File: src/rtl/memory_port_arbiter_pkg.sv
// memory_port_arbiter_pkg: state encodings, requester IDs and arbitration modes for the memory port arbiter
package memory_port_arbiter_pkg;
  typedef enum logic [1:0] {IDLE, BUSY_I, BUSY_D} state_e;
  typedef enum logic {REQ_I, REQ_D} req_e;
  localparam int ARB_RR = 0;
  localparam int ARB_FIXED_D = 1;
endpackage

File: src/rtl/memory_port_arbiter_rr_arbiter2.sv
// rr_arbiter2: 2-way grant (round-robin or fixed d priority) with a last-grant register
module rr_arbiter2
  import memory_port_arbiter_pkg::*;
#(
  parameter int ARB_MODE = ARB_RR
) (
  input  logic clock,
  input  logic reset,
  input  logic req_i,
  input  logic req_d,
  input  logic accept,
  output logic any,
  output req_e grant
);
  req_e last;
  always_ff @(posedge clock or posedge reset)
    if (reset) last <= REQ_D;
    else if (accept) last <= grant;
  always_comb begin
    any = req_i || req_d;
    grant = !req_d ? REQ_I
          : (req_i && ARB_MODE != ARB_FIXED_D && last == REQ_D) ? REQ_I : REQ_D;
  end
endmodule

File: src/rtl/memory_port_arbiter.sv
// memory_port_arbiter: shares one memory port between i and d sides, one read outstanding,
// routes the response to its owner and flags reads that never return.
module memory_port_arbiter
  import memory_port_arbiter_pkg::*;
#(
  parameter int DATA_WIDTH     = 32,
  parameter int ADDRESS_BITS   = 32,
  parameter int ARB_MODE       = ARB_RR,
  parameter int TIMEOUT_CYCLES = 1024
) (
  input  logic                      clock,
  input  logic                      reset,
  input  logic                      i_mem_read,
  input  logic [ADDRESS_BITS-1:0]   i_mem_address_in,
  output logic                      i_mem_ready,
  output logic                      i_mem_valid,
  output logic [DATA_WIDTH-1:0]     i_mem_data_out,
  output logic [ADDRESS_BITS-1:0]   i_mem_address_out,
  input  logic                      d_mem_read,
  input  logic                      d_mem_write,
  input  logic [DATA_WIDTH/8-1:0]   d_mem_byte_en,
  input  logic [ADDRESS_BITS-1:0]   d_mem_address_in,
  input  logic [DATA_WIDTH-1:0]     d_mem_data_in,
  output logic                      d_mem_ready,
  output logic                      d_mem_valid,
  output logic [DATA_WIDTH-1:0]     d_mem_data_out,
  output logic [ADDRESS_BITS-1:0]   d_mem_address_out,
  output logic                      mem_read,
  output logic                      mem_write,
  output logic [DATA_WIDTH/8-1:0]   mem_byte_en,
  output logic [ADDRESS_BITS-1:0]   mem_address_in,
  output logic [DATA_WIDTH-1:0]     mem_data_in,
  input  logic                      mem_ready,
  input  logic                      mem_valid,
  input  logic [DATA_WIDTH-1:0]     mem_data_out,
  input  logic [ADDRESS_BITS-1:0]   mem_address_out,
  output logic                      timeout
);
  localparam int WW = $clog2(TIMEOUT_CYCLES);
  localparam logic [WW-1:0] WD_MAX = WW'(TIMEOUT_CYCLES - 1);
  state_e state, state_n;
  logic [WW-1:0] wd;
  logic any, accept, win_i, win_d, wr, resp_i, resp_d, expire;
  req_e grant;
  rr_arbiter2 #(.ARB_MODE(ARB_MODE)) arb (
    .clock(clock), .reset(reset), .req_i(i_mem_read), .req_d(d_mem_read || d_mem_write),
    .accept(accept), .any(any), .grant(grant)
  );
  // request path is gated by reset so every output reads 0 while reset is held
  always_comb begin
    win_i = state == IDLE && !reset && any && grant == REQ_I;
    win_d = state == IDLE && !reset && any && grant == REQ_D;
    wr = win_d && d_mem_write;
    mem_read = win_i || (win_d && !d_mem_write);
    mem_write = wr;
    mem_byte_en = wr ? d_mem_byte_en : '0;
    mem_data_in = wr ? d_mem_data_in : '0;
    mem_address_in = win_i ? i_mem_address_in : win_d ? d_mem_address_in : '0;
    i_mem_ready = win_i && mem_ready;
    d_mem_ready = win_d && mem_ready;
    accept = (win_i || win_d) && mem_ready;
    resp_i = state == BUSY_I && mem_valid;
    resp_d = state == BUSY_D && mem_valid;
    i_mem_valid = resp_i;
    i_mem_data_out = resp_i ? mem_data_out : '0;
    i_mem_address_out = resp_i ? mem_address_out : '0;
    d_mem_valid = resp_d;
    d_mem_data_out = resp_d ? mem_data_out : '0;
    d_mem_address_out = resp_d ? mem_address_out : '0;
    expire = state != IDLE && !mem_valid && wd == WD_MAX;
    state_n = state == IDLE ? ((accept && mem_read) ? (win_i ? BUSY_I : BUSY_D) : IDLE)
            : (mem_valid || expire) ? IDLE : state;
  end
  always_ff @(posedge clock or posedge reset)
    if (reset) begin
      state <= IDLE;
      wd <= '0;
      timeout <= 1'b0;
    end else begin
      state <= state_n;
      wd <= state == IDLE ? '0 : wd == WD_MAX ? wd : wd + 1'b1;
      if (expire) timeout <= 1'b1;
    end
endmodule

File: config.mk
export PLATFORM = sky130hd
export DESIGN_NAME = memory_port_arbiter
export DESIGN_NICKNAME = d
export VERILOG_FILES = /design/src/rtl/memory_port_arbiter_pkg.sv /design/src/rtl/memory_port_arbiter_rr_arbiter2.sv /design/src/rtl/memory_port_arbiter.sv
export SDC_FILE = /design/constraint.sdc
export NUM_CORES = 1
export LEC_CHECK = 0
export BUFFER_PORTS_ARGS = -buffer_cell sky130_fd_sc_hd__buf_4
export CAP_MARGIN = 0
export CORE_AREA = 3 3 142 144
export CTS_BUF_LIST = sky130_fd_sc_hd__clkbuf_16
export DETAILED_ROUTE_END_ITERATION = 6
export DIE_AREA = 0 0 145 147
export PLACE_DENSITY = 0.49
export REMOVE_ABC_BUFFERS = 1
export SYNTH_ARGS = -nofsm -noshare
export SYNTH_HDL_FRONTEND = slang
export SYNTH_SLANG_ARGS = --single-unit
File: constraint.sdc
create_clock -name clock -period 2 [get_ports clock]
set_input_delay 0 -clock clock [delete_from_list [all_inputs] [get_ports clock]]
set_output_delay 0 -clock clock [all_outputs]
set_load 0.01 [all_outputs]
==> Yosys cells after proc, flatten, opt, wreduce, memory -nomap -nowiden <==
Cells that the tools add are included.
W data, S select, Z words.
{ "totals": {"reg_bits": 14, "in_bits": 171, "out_inout_bits": 203, "wordCells": 52} }
{ "classes": {"n_addsub": 1, "eq_ne": 4, "n_mux": 16, "bitwise_logic": 1, "n_reduce_logical": 26} }
{ "ops": {"columns": ["cell", "n"], "rows": [
  ["$mux W32", 7],
  ["$mux W10", 2],
  ["$logic_and A1 B1 Y1", 15],
  ["$add A10 B1 Y10 const B", 1],
  ["$eq A10 B10 Y1 const B", 1],
  ["$mux W2", 4],
  ["$logic_or A1 B1 Y1", 5],
  ["$mux W4", 1],
  ["$reduce_bool A2 Y1", 2],
  ["$logic_not A1 Y1", 3],
  ["$eq A2 B1 Y1 const B", 1],
  ["$eq A2 B2 Y1 const B", 1],
  ["$logic_not A2 Y1", 1],
  ["$mux W1", 2],
  ["$ne A2 B2 Y1 const B", 1],
  ["$not A1 Y1", 1]
]} }

==> Logic depth before layout (Yosys ltp) <==
{ "logic_depth": {"word_depth": 10, "ltp_mapped": 6} }

==> By module <==
A second synthesis with hierarchy kept.
{ "hier_totals": {"hier_cells": 335, "hier_area_um2": 2427.3} }
{ "by_module_without_submodules": {"columns": ["module", "instances", "cells_each", "area_per_inst_um2"], "rows": [
  ["memory_port_arbiter", 1, 330, 2364.8],
  ["rr_arbiter2", 1, 5, 62.6]
]} }

==> Worst setup path before layout <==
No wires, ideal clock.
{ "synth_path": {"path_type": "flip-flop to flip-flop", "start": "register state[1]", "end": "register state[1]", "arrival_ns": 1.564, "slack_ns": 0.370, "stages_incl_launch_ff": 5, "path_buffers": 0, "period_less_slack_ns": 1.630, "cell_sequence": "dfrtp_1 or2_4 a2111oi_4 and2_1 a22o_1"} }
{ "synth_via": {"elab_chain_cells": 9} }
{ "synth_lines": {"columns": ["element", "line", "rtl"], "rows": [
  ["from (decl)", "memory_port_arbiter.sv:41", "state_e state, state_n;"],
  ["from (signal assigned)", "memory_port_arbiter.sv:80", "state <= state_n;"],
  ["$logic_not A2 Y1", "memory_port_arbiter.sv:51, memory_port_arbiter.sv:52, memory_port_arbiter.sv:71", null],
  ["$logic_and A1 B1 Y1 (2 in a row)", "memory_port_arbiter.sv:51, memory_port_arbiter.sv:52", null],
  ["$logic_and A1 B1 Y1, on equally long branches", "memory_port_arbiter.sv:51, memory_port_arbiter.sv:52", null],
  ["$logic_or A1 B1 Y1 or $logic_and A1 B1 Y1 (tied branches)", "memory_port_arbiter.sv:61, memory_port_arbiter.sv:54", null],
  ["$logic_and A1 B1 Y1 or $logic_or A1 B1 Y1 (tied branches)", "memory_port_arbiter.sv:61, memory_port_arbiter.sv:54", null],
  ["$logic_and A1 B1 Y1", "memory_port_arbiter.sv:71", "state_n = state == IDLE ? ((accept && mem_read) ? (win_i ? BUSY_I : BUSY_D) : IDLE)"],
  ["$mux W2 (2 in a row)", "memory_port_arbiter.sv:71", null]
]} }
Parallel ways exist; a longest one is shown, timed or not.
A chain may end at the register's enable or synchronous reset.

==> Worst setup path in the final report <==
{ "layout_path": {"start": "register state[1]", "end": "output mem_address_in[22]"} }
{ "layout_via": {"elab_chain_cells": 6} }
{ "layout_lines": {"columns": ["element", "line", "rtl"], "rows": [
  ["$logic_not A2 Y1 (*)", "memory_port_arbiter.sv:51, memory_port_arbiter.sv:52", null],
  ["$logic_and A1 B1 Y1 (*) (2 in a row)", "memory_port_arbiter.sv:51, memory_port_arbiter.sv:52", null],
  ["$logic_and A1 B1 Y1", "memory_port_arbiter.sv:52", "win_d = state == IDLE && !reset && any && grant == REQ_D;"],
  ["$mux W32", "memory_port_arbiter.sv:58", "mem_address_in = win_i ? i_mem_address_in : win_d ? d_mem_address_in : '0;"],
  ["$mux W32 (*)", "memory_port_arbiter.sv:58", null],
  ["to (decl)", "memory_port_arbiter.sv:31", "output logic [ADDRESS_BITS-1:0] mem_address_in,"]
]} }
Mark *: on every way between the ends. The rest lies on a longest branch, timed or not.

==> results.md <==
- Synthesis-stage register bit count: 14
- Top area cells in the synthesized netlist: and2_1 (37%), dfrtp_1 (15%), a22o_1 (14%), and3_1 (11%), clkbuf_1 (3.8%)
- Cell Chain, Critical Path: or2_4 -> a2111oi_4 -> buf_6 -> a22o_1 -> buf_4
- RR Endpoint: state[1]
- Initial antenna violation count: 4
- Final Hold Viols: 0
- Die ar.: 0.0213 sq mm
- Setup skew after layout: 0.00420 ns
- Data arrival, critical path: 1.92 ns
- WL final: 15900 um
- Placement-stage cell area: 0.00531 sq mm
- Die height: 147 um
- HPWL after DPL: 13900 um
- Status: finished clean
- Most frequent cells in the layout: buf_4 (378), and2_1 (131), and3_1 (38)
- Number of synthesized flops with an enable pin: 0
- Worst VDD drop: 0.000392 V
- CP startpoint: state[1]
- Worst slew margin: 63.3%
- CP endpoint kind: output pin
- Crit share post-route: 96.2%
- Slowest cell on the critical path: dfrtp_1
- Num CTS Buffers: 3
- Filler cells: 2078
- Hold WC Path Type: in2reg
- Clock tree buffer depth: 2
- Syn Inst Count: between 300 and 400
- # H-tree levels: 1
- Share of layout cells above drive strength 1: between 50% and 60%
- Fin area: 0.00542 sq mm
- Gpl congestion: between 0.8 and 0.9
- Drt wl/cell: 17.3 um
- Buffers on Ports: 373
- Drt pass-1 iters: 4
- Sequential area share after synthesis: about 16%
- Sequential Area: 352 sq um
- Setup Buffers After CTS: 0
- Die W: 145 um
- Root Buffer: clkbuf_16
- Critical path class: reg2out
- Area leader, netlist: and2_1
- Hold path startpoint: mem_ready
- CP endpoint: mem_address_in[22]
- CP max FO: 19
- DRC viols: 0
- DRT antenna net count: 0
- LEAKAGE: 3.05 nW
- Clock slew at reported path FFs: 0.05 ns
- Critical path's top delay family: compound AO/OA/AOI/OAI gates
- Num rows: 50
- CP required: about 2.0 ns
- Number of global-route vias before repair: 3522
- Iter 0 DRT Violations: 146
- Vias per std cell: 3.90
- Share of the synthesized area in the top cell type: 37.3%
- Largest net degree at the start of global routing: 66
- Register-to-register setup slack: between 0.2 and 0.3 ns
- Sink Count: 14
- Worst path depth: 5
- Worst Max-Slew Pin Slew: 0.550 ns
- Fmax: between 500 and 600 MHz
- Post-Syn Area: between 0.002 and 0.0025 sq mm
- I/O pins: between 300 and 400
- Ys async rst share: between 90% and 100%
- Area of the multi-input gates: 0.00172 sq mm
- First-pass GRT wire length: 22000 um
- Worst setup SP type: flop
- GRT Total Usage: 13.3%
- Avg Cell Area, Syn: 7.27 sq um
- Starting density of the core: 11.7%
- Pwr Density: 391 mW/mm^2
- Final setup viols: 0
- Skew-Pair Late Insertion Delay: 0.24 ns
- R2R depth: 5
- Final nets: 834
- GR Overflow Total: 0
- Max incr delay on CP: 0.45 ns
- CP bufs+invs: 2
- Yosys cell types: 32
- Final slew viol count: 0
- Most common cell after layout, fill and taps aside: buf_4
- Via count: 3594
- Total chip power: 2.12 mW
- Core area: 0.0188 sq mm
- Unrepaired setup endpoints after global routing: yes
- Tmin final: 1.92 ns
- CTS tree: done
- Area added between synthesis and finish: 147%
- Ys flop type: dfrtp_1
- Max Cap Viol: 0
- Synth warnings: 0
- Reg-to-reg startpoint: state[1]
## report_power, final
| part | switching [mW] | total, mW | internal (mW) |
|---|---|---|---|
| Combinational | 0.611 | 1.38 | 0.773 |
| Clock | 0.116 | 0.381 | 0.265 |
| Sequential | 0.0356 | 0.350 | 0.315 |
## cell usage after synthesis, drive strengths merged, types with 2 or more instances
master and instances:
nor2 15, a21o 2, and3b 2, a21oi 3, buf 7, inv 2, or3 3, o21ai 2
clkbuf 22, nand2 3, xor2 2, and2 131, a22o 34, nand4 2, nand3 3, nor3 4
and3 38, dfrtp 13, xnor2 2
## repair_timing
item | 4_1_cts | 5_1_grt
resized for setup | 0 | 5
setup endpoints to repair | 0 | 47
hold buffers | 1 | 0
endpoints found under the hold margin | 13 | 0
## per-layer routing
layer / wire length (um) / track usage [%] / vias up
met2: 7630 / 23.2 / 238
met1: 6480 / 16.4 / 1593
met3: 1620 / 4.04 / 10
met4: 136 / 2.14 / 6
li1: - / - / 1747
met5: 41 / 0 / -
## area by class of cell
type,count,area share [%]
Timing Repair Buffer,384,54.1
Multi-Input combinational cell,257,31.7
Sequential cell,14,6.49
Tap cell,260,6.01
Clock buffer,3,1.39
Inverter,2,0.139
Clock inverter,1,0.0693
Antenna cell,1,0.0462
## metrics by stage
stage | cells | TNS [ns] | hold WS (ns) | util (%) | setup slack [ns]
after floorplan | 273 | -9.89 | -0.111 | - | -0.243
after global placement | 916 | 0 | 0.132 | 28.2 | 0.303
after detailed placement | 916 | 0 | 0.124 | 28.2 | 0.288
after CTS | 921 | 0 | 0.0175 | 28.6 | 0.0371
after global routing | 922 | -0.00204 | 0.0309 | 28.8 | -0.00204
final | 922 | 0 | 0.0261 | 28.8 | 0.0765
## worst min path at each step
stage	end	slack, ns	cells past startpoint
after detailed placement	state[1]	0.12	2
final	state[0]	0.03	2
after floorplan	state[0]	-0.11	1
after global routing	state[0]	0.03	2
after CTS	state[0]	0.02	2
after global placement	state[0]	0.13	2
## logic make-up after synthesis
kind of cell               share of synthesized area, %
buffers and inverters                              6.56
xor gates and xnor gates                           1.60
AOI/OAI and AO/OA                                  18.7
muxes                                             0.456
DFF                                                16.0
adders and majority gates                         0.570
and+or+nand+nor                                    56.1
## flip-flops by register name, indices dropped and copies added (netlist names)
signal / count
arb.last: 1
state: 2
timeout: 1
wd: 10
## worst reg2reg max path: stages (launching register included)
cell and delay (ns):
dfrtp_1 0.45, or2_4 0.32, a2111oi_4 0.36, buf_4 0.26, and2_1 0.17, a22o_1 0.13
Power figures use the tool's default switching activity.
